`src/rtl/vc_arbiter_pkg.sv`:
```
// Shared constants and types for the VC arbiter.
// State encoding, word geometry and destination decode.
package vc_arbiter_pkg;

    localparam int DATA_W   = 6;
    localparam int NUM_VC   = 4;
    localparam int DEST_BIT = 4;

    typedef enum logic {
        OFF = 1'b0,
        RUN = 1'b1
    } state_t;

    // Destination select bit to one-hot push (bit 0 = D0, bit 1 = D1).
    function automatic logic [1:0] dest_onehot(input logic sel);
        return sel ? 2'b10 : 2'b01;
    endfunction

endpackage

```
`src/rtl/rr_pick4.sv`:
```
// Combinational round-robin pick over four requesters.
// Returns the first set mask bit at or after ptr, wrapping 3 -> 0.
module rr_pick4
    import vc_arbiter_pkg::*;
(
    input  logic [NUM_VC-1:0] eligible,
    input  logic [1:0]        ptr,
    output logic              valid,
    output logic [1:0]        idx
);

    logic [1:0] cand;

    // Walk the offsets from far to near so the nearest hit wins.
    always_comb begin
        valid = 1'b0;
        idx   = ptr;
        cand  = ptr;
        for (int k = NUM_VC - 1; k >= 0; k--) begin
            cand = ptr + 2'(k);
            if (eligible[cand]) begin
                valid = 1'b1;
                idx   = cand;
            end
        end
    end

endmodule

```
`src/rtl/vc_arbiter.sv`:
```
// Round-robin drain of four VC FIFOs into two destination FIFOs.
// VCs whose head targets an almost-full destination are skipped.
module vc_arbiter
    import vc_arbiter_pkg::*;
(
    input  logic                     clk,
    input  logic                     reset,
    input  logic                     enable,
    input  logic [NUM_VC-1:0]        vc_empty,
    input  logic [NUM_VC*DATA_W-1:0] vc_data,
    input  logic [1:0]               dest_afull,
    output logic [NUM_VC-1:0]        vc_pop,
    output logic [1:0]               dest_push,
    output logic [DATA_W-1:0]        dest_data,
    output logic [1:0]               grant_vc,
    output logic                     idle,
    output logic [7:0]               cnt_d0,
    output logic [7:0]               cnt_d1
);

    state_t            state;
    state_t            state_nx;
    logic [1:0]        rr_ptr;
    logic [NUM_VC-1:0] eligible;
    logic              pick_valid;
    logic [1:0]        pick_idx;
    logic [DATA_W-1:0] pick_word;

    // Run/stop control follows the enable level.
    always_comb begin
        state_nx = state;
        unique case (state)
            OFF:     if (enable)  state_nx = RUN;
            RUN:     if (!enable) state_nx = OFF;
            default: state_nx = OFF;
        endcase
    end

    // State register.
    always_ff @(posedge clk or negedge reset) begin
        if (!reset) state <= OFF;
        else        state <= state_nx;
    end

    // A VC may go when it has data and its target has room.
    always_comb begin
        eligible = '0;
        for (int i = 0; i < NUM_VC; i++) begin
            eligible[i] = (state == RUN) && enable && !vc_empty[i]
                && !dest_afull[vc_data[i*DATA_W + DEST_BIT]];
        end
    end

    rr_pick4 u_pick (
        .eligible (eligible),
        .ptr      (rr_ptr),
        .valid    (pick_valid),
        .idx      (pick_idx)
    );

    assign pick_word = vc_data[32'(pick_idx)*DATA_W +: DATA_W];

    // Pop the granted VC in the grant cycle itself.
    always_comb begin
        vc_pop = '0;
        if (pick_valid) vc_pop[pick_idx] = 1'b1;
    end

    // Register the granted word one cycle behind the pop.
    always_ff @(posedge clk or negedge reset) begin
        if (!reset) begin
            dest_push <= 2'b00;
            dest_data <= '0;
            grant_vc  <= 2'd0;
            rr_ptr    <= 2'd0;
        end else if (pick_valid) begin
            dest_push <= dest_onehot(pick_word[DEST_BIT]);
            dest_data <= pick_word;
            grant_vc  <= pick_idx;
            rr_ptr    <= pick_idx + 2'd1;
        end else begin
            dest_push <= 2'b00;
        end
    end

    // Count words as their push retires; counters wrap.
    always_ff @(posedge clk or negedge reset) begin
        if (!reset) begin
            cnt_d0 <= 8'd0;
            cnt_d1 <= 8'd0;
        end else begin
            if (dest_push[0]) cnt_d0 <= cnt_d0 + 8'd1;
            if (dest_push[1]) cnt_d1 <= cnt_d1 + 8'd1;
        end
    end

    assign idle = (state == RUN) && (dest_push == 2'b00) && (&vc_empty);

endmodule

```
`config.mk`:
```
export PLATFORM = sky130hd
export DESIGN_NAME = vc_arbiter
export DESIGN_NICKNAME = d
export VERILOG_FILES = /design/src/rtl/vc_arbiter_pkg.sv /design/src/rtl/rr_pick4.sv /design/src/rtl/vc_arbiter.sv
export SDC_FILE = /design/constraint.sdc
export NUM_CORES = 1
export LEC_CHECK = 0
export CELL_PAD_IN_SITES_DETAIL_PLACEMENT = 1
export CELL_PAD_IN_SITES_GLOBAL_PLACEMENT = 2
export CORE_MARGIN = 4
export CORE_UTILIZATION = 24
export DETAILED_ROUTE_END_ITERATION = 12
export HOLD_SLACK_MARGIN = 0.06
export PLACE_DENSITY_LB_ADDON = 0.12
export SLEW_MARGIN = 25
export SYNTH_ARGS = -nofsm -noshare
export SYNTH_HDL_FRONTEND = slang
export SYNTH_SLANG_ARGS = --single-unit
```
`constraint.sdc`:
```
create_clock -name clk -period 2.3 [get_ports clk]
set_clock_uncertainty 0.05 [all_clocks]
set_input_delay 0.345 -clock clk [delete_from_list [all_inputs] [get_ports clk]]
set_output_delay 0.345 -clock clk [all_outputs]
set_load 0.01 [all_outputs]
```
== After elaboration in Yosys (flattened, before gate mapping) ==
Cells that the tools add are included.

* Multiply operators: 1
* Muxes and demuxes: 30
* $lt $le $gt $ge: 10
* Div/mod/pow operators: 0
* $add $sub $neg: 6
* Equality and inequality tests: 0
* Shift-type cells: 1
* Bitwise logic cells: 0
* Reduce and logical (&&, ||, !) cells: 22

{| class="wikitable"
|+ Operator list
! cell !! number
|-
| indexed part select 24 x 6 -> 6 bit || 1
|-
| 2-to-1 mux 1 bit || 18
|-
| adder 8 x 1 -> 8 bit (second input constant) || 2
|-
| < comparator 2 x 3 -> 1 bit (second input constant) || 5
|-
| logical AND 1 bit || 12
|-
| 2-to-1 mux 2 bit || 6
|-
| binary-select mux 1 bit (select 2 bit) || 4
|-
| zero test 1 bit || 8
|-
| < comparator 1 x 2 -> 1 bit (second input constant) || 4
|-
| adder 2 x 1 -> 2 bit (second input constant) || 2
|-
| adder 2 bit (second input constant) || 2
|-
| multiplier 2 x 2 -> 4 bit (second input constant) || 1
|-
| 2-to-1 mux 4 bit || 1
|-
| AND reduction 4 bit || 1
|-
| demux 1 bit (select 2 bit) || 1
|-
| greater-or-equal comparator 2 x 1 -> 1 bit (second input constant) || 1
|-
| zero test 2 bit || 1
|}

* Bits in read-only memories: 0
* Bits in writable memories: 0
* Bits of input ports: 33
* Latch bits: 0
* Bits in registers: 29
* Memories: 0
* Output and inout bits: 31
* Word-level logic and storage cells: 77

== Longest topological paths before layout ==
Gate-level depths: netlist (run 1).

* Depth after elaboration: 15
* Mapped depth: 9
* Mapped depth without buffers: 7

== By module ==
A second synthesis (run 1) with hierarchy kept.

* Cell total of the unflattened synthesis: 127
* Area, all modules: 1549.0 um^2

{| class="wikitable"
|+ By module, submodules not included
! module !! cells an instance !! times used !! area each (um^2) !! sequential area each (um^2)
|-
| vc_arbiter || 111 || 1 || 1448.9 || 725.7
|-
| rr_pick4 || 16 || 1 || 100.1 || 0.0
|}

== Worst setup path after synthesis (run 1) ==
Ideal clock, no wire load.

* Path type: input -> output
* Start: input vc_data[4]
* End: output vc_pop[1]
* Slack: -0.125 ns
* Stages on the path: 9
* Path buffers: 2
* Data arrival time: 2.030 ns
* Required time: 1.905 ns
* Cells stage by stage: mux2_4 or3_1 buf_2 a2bb2oi_2 o221ai_4 buf_12 inv_2 ha_1 and2_1

* Word-level cells in the longest chain between the ends: 15
* Elaborated cells on any way between the ends: 26
* Classes of those cells: order compare (2); mux (21); reduce/logical (3)

{| class="wikitable"
|+ Ends and longest elaborated chain
! item !! line !! text
|-
| from (decl) || vc_arbiter.sv:10 || <nowiki>input logic [NUM_VC*DATA_W-1:0] vc_data,</nowiki>
|-
| 2-to-1 mux 1 bit (not written as such) (*) (2 in series) || vc_arbiter.sv:50 || <nowiki>&& !dest_afull[vc_data[i*DATA_W + DEST_BIT]];</nowiki>
|-
| zero test 1 bit (*) || vc_arbiter.sv:50 ||
|-
| logical AND 1 bit (*) || vc_arbiter.sv:50 ||
|-
| binary-select mux 1 bit (select 2 bit) || rr_pick4.sv:21 || <nowiki>if (eligible[cand]) begin</nowiki>
|-
| 2-to-1 mux 1 bit (not written as such) || rr_pick4.sv:21 ||
|-
| 2-to-1 mux 2 bit (3 in series) || rr_pick4.sv:21 ||
|-
| 2-to-1 mux 2 bit (*) || rr_pick4.sv:21 ||
|-
| net pick_idx[0] || vc_arbiter.sv:26 || <nowiki>logic [1:0] pick_idx;</nowiki>
|-
| < comparator 2 x 3 -> 1 bit (not written as such) or greater-or-equal comparator 2 x 1 -> 1 bit (tied branches) || vc_arbiter.sv:66 || <nowiki>if (pick_valid) vc_pop[pick_idx] = 1'b1;</nowiki>
|-
| logical AND 1 bit (not written as such) || vc_arbiter.sv:66 ||
|-
| 2-to-1 mux 1 bit (not written as such) || vc_arbiter.sv:66 ||
|-
| demux 1 bit (select 2 bit) (*) || vc_arbiter.sv:66 ||
|-
| 2-to-1 mux 4 bit (*) || vc_arbiter.sv:66 ||
|-
| to (decl) || vc_arbiter.sv:12 || <nowiki>output logic [NUM_VC-1:0] vc_pop,</nowiki>
|}

Mark *: on every way through the listed nets, which the timed path passes. The rest lies on a longest branch. The select of a mux whose other input is x is not followed.

== Worst setup path after layout (run 1) ==
* Start: input vc_data[22]
* End: output vc_pop[0]

* Word-level cells in the longest chain between the ends: 15
* Elaborated cells on any way between the ends: 26
* Classes of those cells: order compare (2); mux (21); reduce/logical (3)

{| class="wikitable"
|+ Ends and longest elaborated chain
! item !! line
|-
| 2-to-1 mux 1 bit (not written as such) (*) (2 in series) || vc_arbiter.sv:50
|-
| zero test 1 bit (*) || vc_arbiter.sv:50
|-
| logical AND 1 bit (*) || vc_arbiter.sv:50
|-
| binary-select mux 1 bit (select 2 bit) || rr_pick4.sv:21
|-
| 2-to-1 mux 1 bit (not written as such) || rr_pick4.sv:21
|-
| 2-to-1 mux 2 bit (4 in series) || rr_pick4.sv:21
|-
| < comparator 2 x 3 -> 1 bit (not written as such) or greater-or-equal comparator 2 x 1 -> 1 bit (tied branches) || vc_arbiter.sv:66
|-
| logical AND 1 bit (not written as such) || vc_arbiter.sv:66
|-
| 2-to-1 mux 1 bit (not written as such) || vc_arbiter.sv:66
|-
| demux 1 bit (select 2 bit) || vc_arbiter.sv:66
|-
| 2-to-1 mux 4 bit (*) || vc_arbiter.sv:66
|}

Every way passes the cells marked *; elsewhere a longest branch is shown, timed or not. The select of a mux whose other input is x is not followed.

==> results.md, run 1 <==
* Post-Synthesis Cell Area at 1650 µm²
* Ys Warns at 0
* Core Rows at 29
* Total Wirelength at 5350 µm
* Reg-to-Reg End: dest_data[4]
* MaxCap Viol Count at 0
* Cell Pwr Density at 980 nW/µm²
* Final hold violations at 0
* Part of the power in registers at 30.5%
* I/O Pins at 64
* Count leader, synth: dfrtp_1
* Sequential area share after synthesis at 44.1%
* Vias/cell at 4.82
* Wire per inst at 16.3 µm
* Initial antenna violation count at 0
* Largest cells by area after synthesis: dfrtp_1, mux2i_1, xnor2_1
* Unrepaired setup endpoints after global routing: yes
* Initial DRC count at 40
* Root buf cell: clkbuf_8
* Cell-internal power at 1.82 mW
* FF-to-FF Start: state
* Initial DRT Pass Iterations at 2
* Clock-pin slew on the worst setup and hold paths at 0.08 ns
* Top cell type by total area after synthesis: dfrtp_1
* Arrival @ worst endpoint at 2.22 ns
* Worst-skew pair later-pin latency at 0.29 ns
* Fillers at 720
* Fin. max-slew vios at 0
* Final period util at 114%
* Combinational fraction of design power at 50.0%
* Fmax at 0.383 GHz
* CTS tree: done
* Slew headroom at 74.0%
* Hold-fix buffers, CTS at 0
* Worst-margin pin slew at 0.390 ns
* Maximum root-to-sink buffer count at 2
* CTS buffer count at 5
* Antenna Cells at 0
* NetSw at 984 µW
* Flop2flop setup slack at -0.10 ns
* Ratio of cells with drive above 1 in the final layout at 33.5%
* Area after DPL at 2510 µm²
* Avg Cell Area, Syn at 10.9 µm²
* Buffers added on ports at 63
* Post-route antenna net violation count at 0
* Overall power at 2.80 mW
* Setup violations, final at 10
* Worst Path Required at 1.90 ns
* Mapped Cells at 151
* Minimum clock period at 2.61 ns
* Worst VDD drop at 0.622 mV
* Hold/Removal Path Class: primary input to register
* Worst hold endpoint: state
* Syn nets at 190
* Switch share at 35.1%
* Clock power share at 19.5%
* FF-to-FF path depth at 10
* Synth Register Bits at 29
* Area Overhead vs Synth at 73.8%
* DP HPWL at 3870 µm
* Global router's overall resource usage at 13.9%
* RD Place Congestion at 0.784
* Top cell type's share of synthesized area at 44.1%
* Outcome: complete, but fails checks
* Vias in the first global route at 1856
* Fin area at 2860 µm²
* CP endpoint kind: primary output
* Fin nets at 289
* Chip height at 90.8 µm
* Violated checks: negative setup slack
* Min-delay src: enable
* Residual DRC count at 0
* Startpoint types: primary input
* Hold path cells at 1
* Type of the worst setup path: primary input to primary output
* Commonest cells in the netlist: dfrtp_1, nand2_1, mux2i_1, xnor2_1
* Die area at 8240 µm²
* Initial Util at 25.3%
* Via count at 1581
* First-pass GRT wire length at 9120 µm
* Lkg Pwr at 1.27 nW
* Critical path peak fanout at 3
* Largest net degree at the start of global routing at 30
* Total core area at 6490 µm²
* Final WS setup at -0.311 ns
* Die Wd at 90.8 µm
* Synth cell types at 39
* Synth Flop Type: dfrtp_1
* Max H-tree Level at 2
* Ys async rst share at 100%
* Gr ovfl total at 0
* Post-synth EDFFs at 0
* Clk sinks at 29
[worst max path at each step]
stage	startpoint	endpoint	slack, ns	cells after the start
global placement	vc_data[10]	vc_pop[2]	-0.94	9
global route	state	vc_pop[1]	-0.42	10
floorplan	vc_data[4]	vc_pop[1]	-0.08	9
finish	vc_data[22]	vc_pop[0]	-0.31	9
detailed placement	vc_data[10]	vc_pop[3]	-1.00	9
CTS	state	vc_pop[1]	-0.28	11
[layout make-up]
class / instances / area, µm² / area share [%]
Sequential cell: 29 / 726 / 25.4
Tap cell: 77 / 96.3 / 3.37
Inverter: 4 / 20.0 / 0.700
Clock inverter: 3 / 46.3 / 1.62
Timing Repair Buffer: 97 / 885 / 30.9
Multi-Input combinational cell: 113 / 1020 / 35.6
Clock buffer: 5 / 68.8 / 2.41
[power groups by stage]
| stage | combinational (mW) | sequential [mW] | clock [mW] |
|---|---|---|---|
| floorplan | 0.513 | 0.913 | 0 |
| global placement | 1.15 | 0.848 | 0 |
| detailed placement | 1.18 | 0.865 | 0 |
| CTS | 1.38 | 0.859 | 0.572 |
| global route | 1.52 | 0.891 | 0.592 |
| finish | 1.40 | 0.855 | 0.546 |
[cell families after synthesis]
kind of cell             synth area share (%)
adder cells (fa/ha/maj)                  4.56
multiplexers                             13.2
XOR/XNOR                                 7.45
AND/OR/NAND/NOR                          15.9
AO/OA/AOI/OAI                            11.6
flip-flops                               44.1
buffers and inverters                    3.27
[per-layer routing]
layer | GRT usage [%] | share of wire [%]
met5 | 0 | 0
met4 | 4.77 | 2.0
met3 | 4.25 | 4.8
met2 | 24.8 | 52
met1 | 15.5 | 41
[critical path, cell delays in order]
cell and delay, ns:
buf_2 0.11, mux2_4 0.31, or4_4 0.51, a21oi_4 0.22, o221ai_4 0.14, buf_6 0.16, ha_2 0.15, and2_1 0.13
buf_2 0.14
[layout by cell type, fill, tap and decap left out, drive strengths merged, types with 2 or more instances in the layout]
master,Yosys,final
or3,4,4
nor2,4,4
nand4,5,5
clkbuf,1,5
ha,6,6
o221ai,7,7
buf,4,44
mux2,7,7
a21oi,3,3
xnor2,9,9
clkdlybuf4s50,0,49
xor2,5,5
nand2,18,18
dfrtp,29,29
and2,5,5
o21ai,5,5
inv,4,4
nor4,2,2
nand3,5,5
dlygate4sd2,0,4
mux2i,13,13
nor3,4,4
[per-stage QoR]
stage | setup TNS (ns) | cells | hold WS [ns] | setup slack, ns | util, %
6_report | -1.42 | 328 | 0.320 | -0.311 | 44.0
3_3_place_gp | -9.11 | 307 | 0.410 | -0.938 | 38.7
5_1_grt | -2.95 | 328 | 0.310 | -0.415 | 44.0
3_5_place_dp | -9.82 | 307 | 0.418 | -1.00 | 38.7
2_1_floorplan | -0.310 | 151 | -0.000591 | -0.0826 | -
4_1_cts | -1.25 | 327 | 0.304 | -0.279 | 43.5
[registers in the layout (all words and copies together), names as in the netlist]
name and flops:
cnt_d0 8, cnt_d1 8, dest_data 6, dest_push 2
grant_vc 2, rr_ptr 2, state 1
[repair_timing]
| item | in CTS | in global routing |
|---|---|---|
| setup buffers | 12 | 1 |
| gates resized for setup | 79 | 4 |
| pin swaps | 11 | 1 |
| setup endpoints to repair | 14 | 12 |
Power figures use the tool's default switching activity.
==> run 2: changes to the inputs <==
- GPL_ROUTABILITY_DRIVEN: not set -> 0
==> results of run 2 <==
The final DEF is identical to that of run 1; final timing and power are the same.
==> run 3: changes to the inputs <==
- ABC_AREA: not set -> 1
- CORE_UTILIZATION: 24 -> 22
- PLACE_DENSITY_LB_ADDON: 0.12 -> 0.1
==> run 3 against run 2 <==
The run still ends with negative setup slack left. Setup slack better by 0.096 ns. Cell count up 36%. Global-route usage down 1.8 points. Via count up 23%. Non-clock buffer count up 12. Worst hold slack worse by 0.0086 ns. Die area up 17%. Area after synthesis up 9.2%. Sequential share of layout area down 2.2 points. Register-to-register slack better by 0.17 ns.
==> results.md, run 3 <==
* Core Rows at 32 (+10%)
* Fmax at 0.398 GHz (+3.8%)
* Antenna Cells at 0 (unchanged)
* Mapped Cells at 232 (+54%)
* Residual DRC count at 0 (unchanged)
* DP HPWL at 4320 µm (+12%)
* Initial DRT Pass Iterations at 4 (+2)
* Clk sinks at 29 (unchanged)
* I/O Pins at 64 (unchanged)
* Avg Cell Area, Syn at 7.74 µm² (-29%)
* Top Registers: cnt_d0 x8, cnt_d1 x8, dest_data x6
* Arrival @ worst endpoint at 2.12 ns (-0.10 ns)
* Syn nets at 271 (+43%)
* Violated checks: negative setup slack
* Most frequent cells in the layout: nand2_1, clkdlybuf4s50_1, buf_4
* Clock-pin slew on the worst setup and hold paths at 0.08 ns (about the same)
* Buffers added on ports at 63 (unchanged)
* Unrepaired setup endpoints after global routing: yes
* Ys Warns at 0 (unchanged)
* CTS buffer count at 5 (unchanged)
* GRT met1 Usage at 15.7% (+0.18 points)
* Top cell type's share of synthesized area at 40.4% (-3.7 points)
* Grt met2 use at 19.8% (-5.1 points)
* Fin area at 3140 µm² (+9.8%)
* Worst Path Required at 1.90 ns (about the same)
* Count leader, synth: nand2_1
* Area Overhead vs Synth at 74.8%
* Post-Synthesis Cell Area at 1800 µm² (+9.2%)
* Type of the worst setup path: register to primary output
* First-pass GRT wire length at 9380 µm (+2.8%)
* Hold_ws at 0.312 ns (-0.00855 ns)
* Post-route antenna net violation count at 0 (unchanged)
* Area after DPL at 2730 µm² (+8.5%)
* Total core area at 7850 µm² (+21%)
* Outcome: complete, but fails checks
* Root buf cell: clkbuf_8
* Largest net degree at the start of global routing at 30 (unchanged)
* Global router's overall resource usage at 12.1% (-1.8 points)
* Met3 Resource Use GR at 2.86% (-1.4 points)
* Worst-skew pair later-pin latency at 0.29 ns (about the same)
* Initial DRC count at 22 (-45%)
* Total Wirelength at 5830 µm (+9.1%)
* Synth cell types at 24 (-38%)
* Chip height at 98.4 µm (+8.3%)
* Post-synth EDFFs at 0 (unchanged)
* Initial antenna violation count at 0 (unchanged)
* Final hold violations at 0 (unchanged)
* Top cell type by total area after synthesis: dfrtp_1
* Final WS setup at -0.215 ns (+0.0961 ns)
* Largest cells by area after synthesis: dfrtp_1, nand2_1, nand3_1
* Slew headroom at 72.4% (-1.6 points)
* Fin. max-slew vios at 0 (unchanged)
* Worst-margin pin slew at 0.414 ns (+0.0247 ns)
* Ys async rst share at 100% (unchanged)
* Minimum clock period at 2.51 ns (-0.0961 ns)
* Most crowded layer after global routing: met2
* Wire per inst at 13.1 µm (-20%)
* Critical path peak fanout at 6 (+3)
* Final Util at 40.0% (-4.0 points)
* Die Wd at 98.4 µm (+8.3%)
* Commonest cells in the netlist: nand2_1, nand3_1, dfrtp_1, inv_1, nor2_1
* Final period util at 109% (-4.2 points)
* Hold/Removal Path Class: primary input to register
* Synth Register Bits at 29 (unchanged)
* Initial Util at 22.9% (-2.4 points)
* Fin nets at 381 (+32%)
* Vias/cell at 4.37 (-9.3%)
* Flop2flop setup slack at 0.07 ns (+0.17 ns)
* Ratio of cells with drive above 1 in the final layout at 30.3% (-3.1 points)
* Via count at 1946 (+23%)
* Pre-CTS setup slack at -0.921 ns (+0.0820 ns)
* Most common cell after layout, fill and taps aside: nand2_1
* Max H-tree Level at 2 (unchanged)
* Startpoint types: register
* CP endpoint kind: primary output
* CTS tree: done
* Gr ovfl total at 0 (unchanged)
* Sequential area share after synthesis at 40.4% (-3.7 points)
* Vias in the first global route at 1957 (+5.4%)
* Maximum root-to-sink buffer count at 2 (unchanged)
* MaxCap Viol Count at 0 (unchanged)
* Die area at 9680 µm² (+17%)
* Setup violations, final at 4 (-6)
* Synth Flop Type: dfrtp_1
-- run 3: cell count changes after synthesis, sizes merged, moves of 7 or more --
cell and delta:
nand2 +51, nand3 +42, inv +22, mux2i -13, nor2 +13, mux2 -7
o221ai -7
-- run 3: cells by family after synthesis --
kind of cell    Yosys count  share of synthesized area [%]
simple gates            144                           37.7
xor+xnor                 15                           7.73
flops                    29                           40.4
fa+ha+maj                 6                           4.18
compound gates            6                           2.02
buf+inv                  32                           7.94
-- run 3: per-stage QoR --
| step | TNS, ns | std cells |
|---|---|---|
| 2_1_floorplan | 0 | 232 |
| 3_3_place_gp | -5.33 | 420 |
| 3_5_place_dp | -5.35 | 420 |
| 4_1_cts | -0.900 | 435 |
| 5_1_grt | -1.88 | 445 |
| 6_report | -0.830 | 445 |
-- run 3: final timing paths --
check                          start      endpoint  depth (start not counted)
max in group asynchronous      reset     rr_ptr[0]                          2
setup / recovery           rr_ptr[0]     vc_pop[0]                         13
setup reg to reg           rr_ptr[0]  dest_data[3]                         15
min in group asynchronous      reset     cnt_d0[2]                          2
hold reg to reg            cnt_d1[7]     cnt_d1[7]                          1
hold / removal                enable         state                          1
-- run 3: area by class of cell --
cell class / instances / area, µm²
repair buffers: 109 / 955
clock buffers: 5 / 68.8
well taps: 102 / 128
multi-input cells: 171 / 1140
inverters: 26 / 108
fillers: 960 / 4710
clock inverters: 3 / 17.5
flip-flops and latches: 29 / 727
-- run 3: timing repair --
| action | in CTS | in global routing |
|---|---|---|
| buffers inserted | 7 | 10 |
| endpoints found under the setup margin | 4 | 8 |
| pin swaps | 24 | 12 |
| resized for setup | 67 | 14 |
| hold buffers | 0 | 0 |
-- run 3: worst max-delay path, stage by stage, from the launching register on --
cell     delay (ns)
dfrtp_2        0.50
xor2_4         0.26
inv_2          0.09
nand3_4        0.11
nand2_4        0.07
nand2_4        0.10
nand3_4        0.07
nand2_4        0.09
nand2_8        0.08
inv_6          0.08
ha_4           0.12
inv_2          0.03
nor2_2         0.08
buf_2          0.14
-- run 3: layer usage --
layer  wire, µm  vias to the layer above
met5          0                        -
met1       2570                      922
met4        101                        0
met2       2870                       44
li1           -                      970
met3        282                       10
Power of run 3 is left out: the tool's default activity adds up to more than one toggle a clock period on the data nets, which glitch-free logic cannot reach.
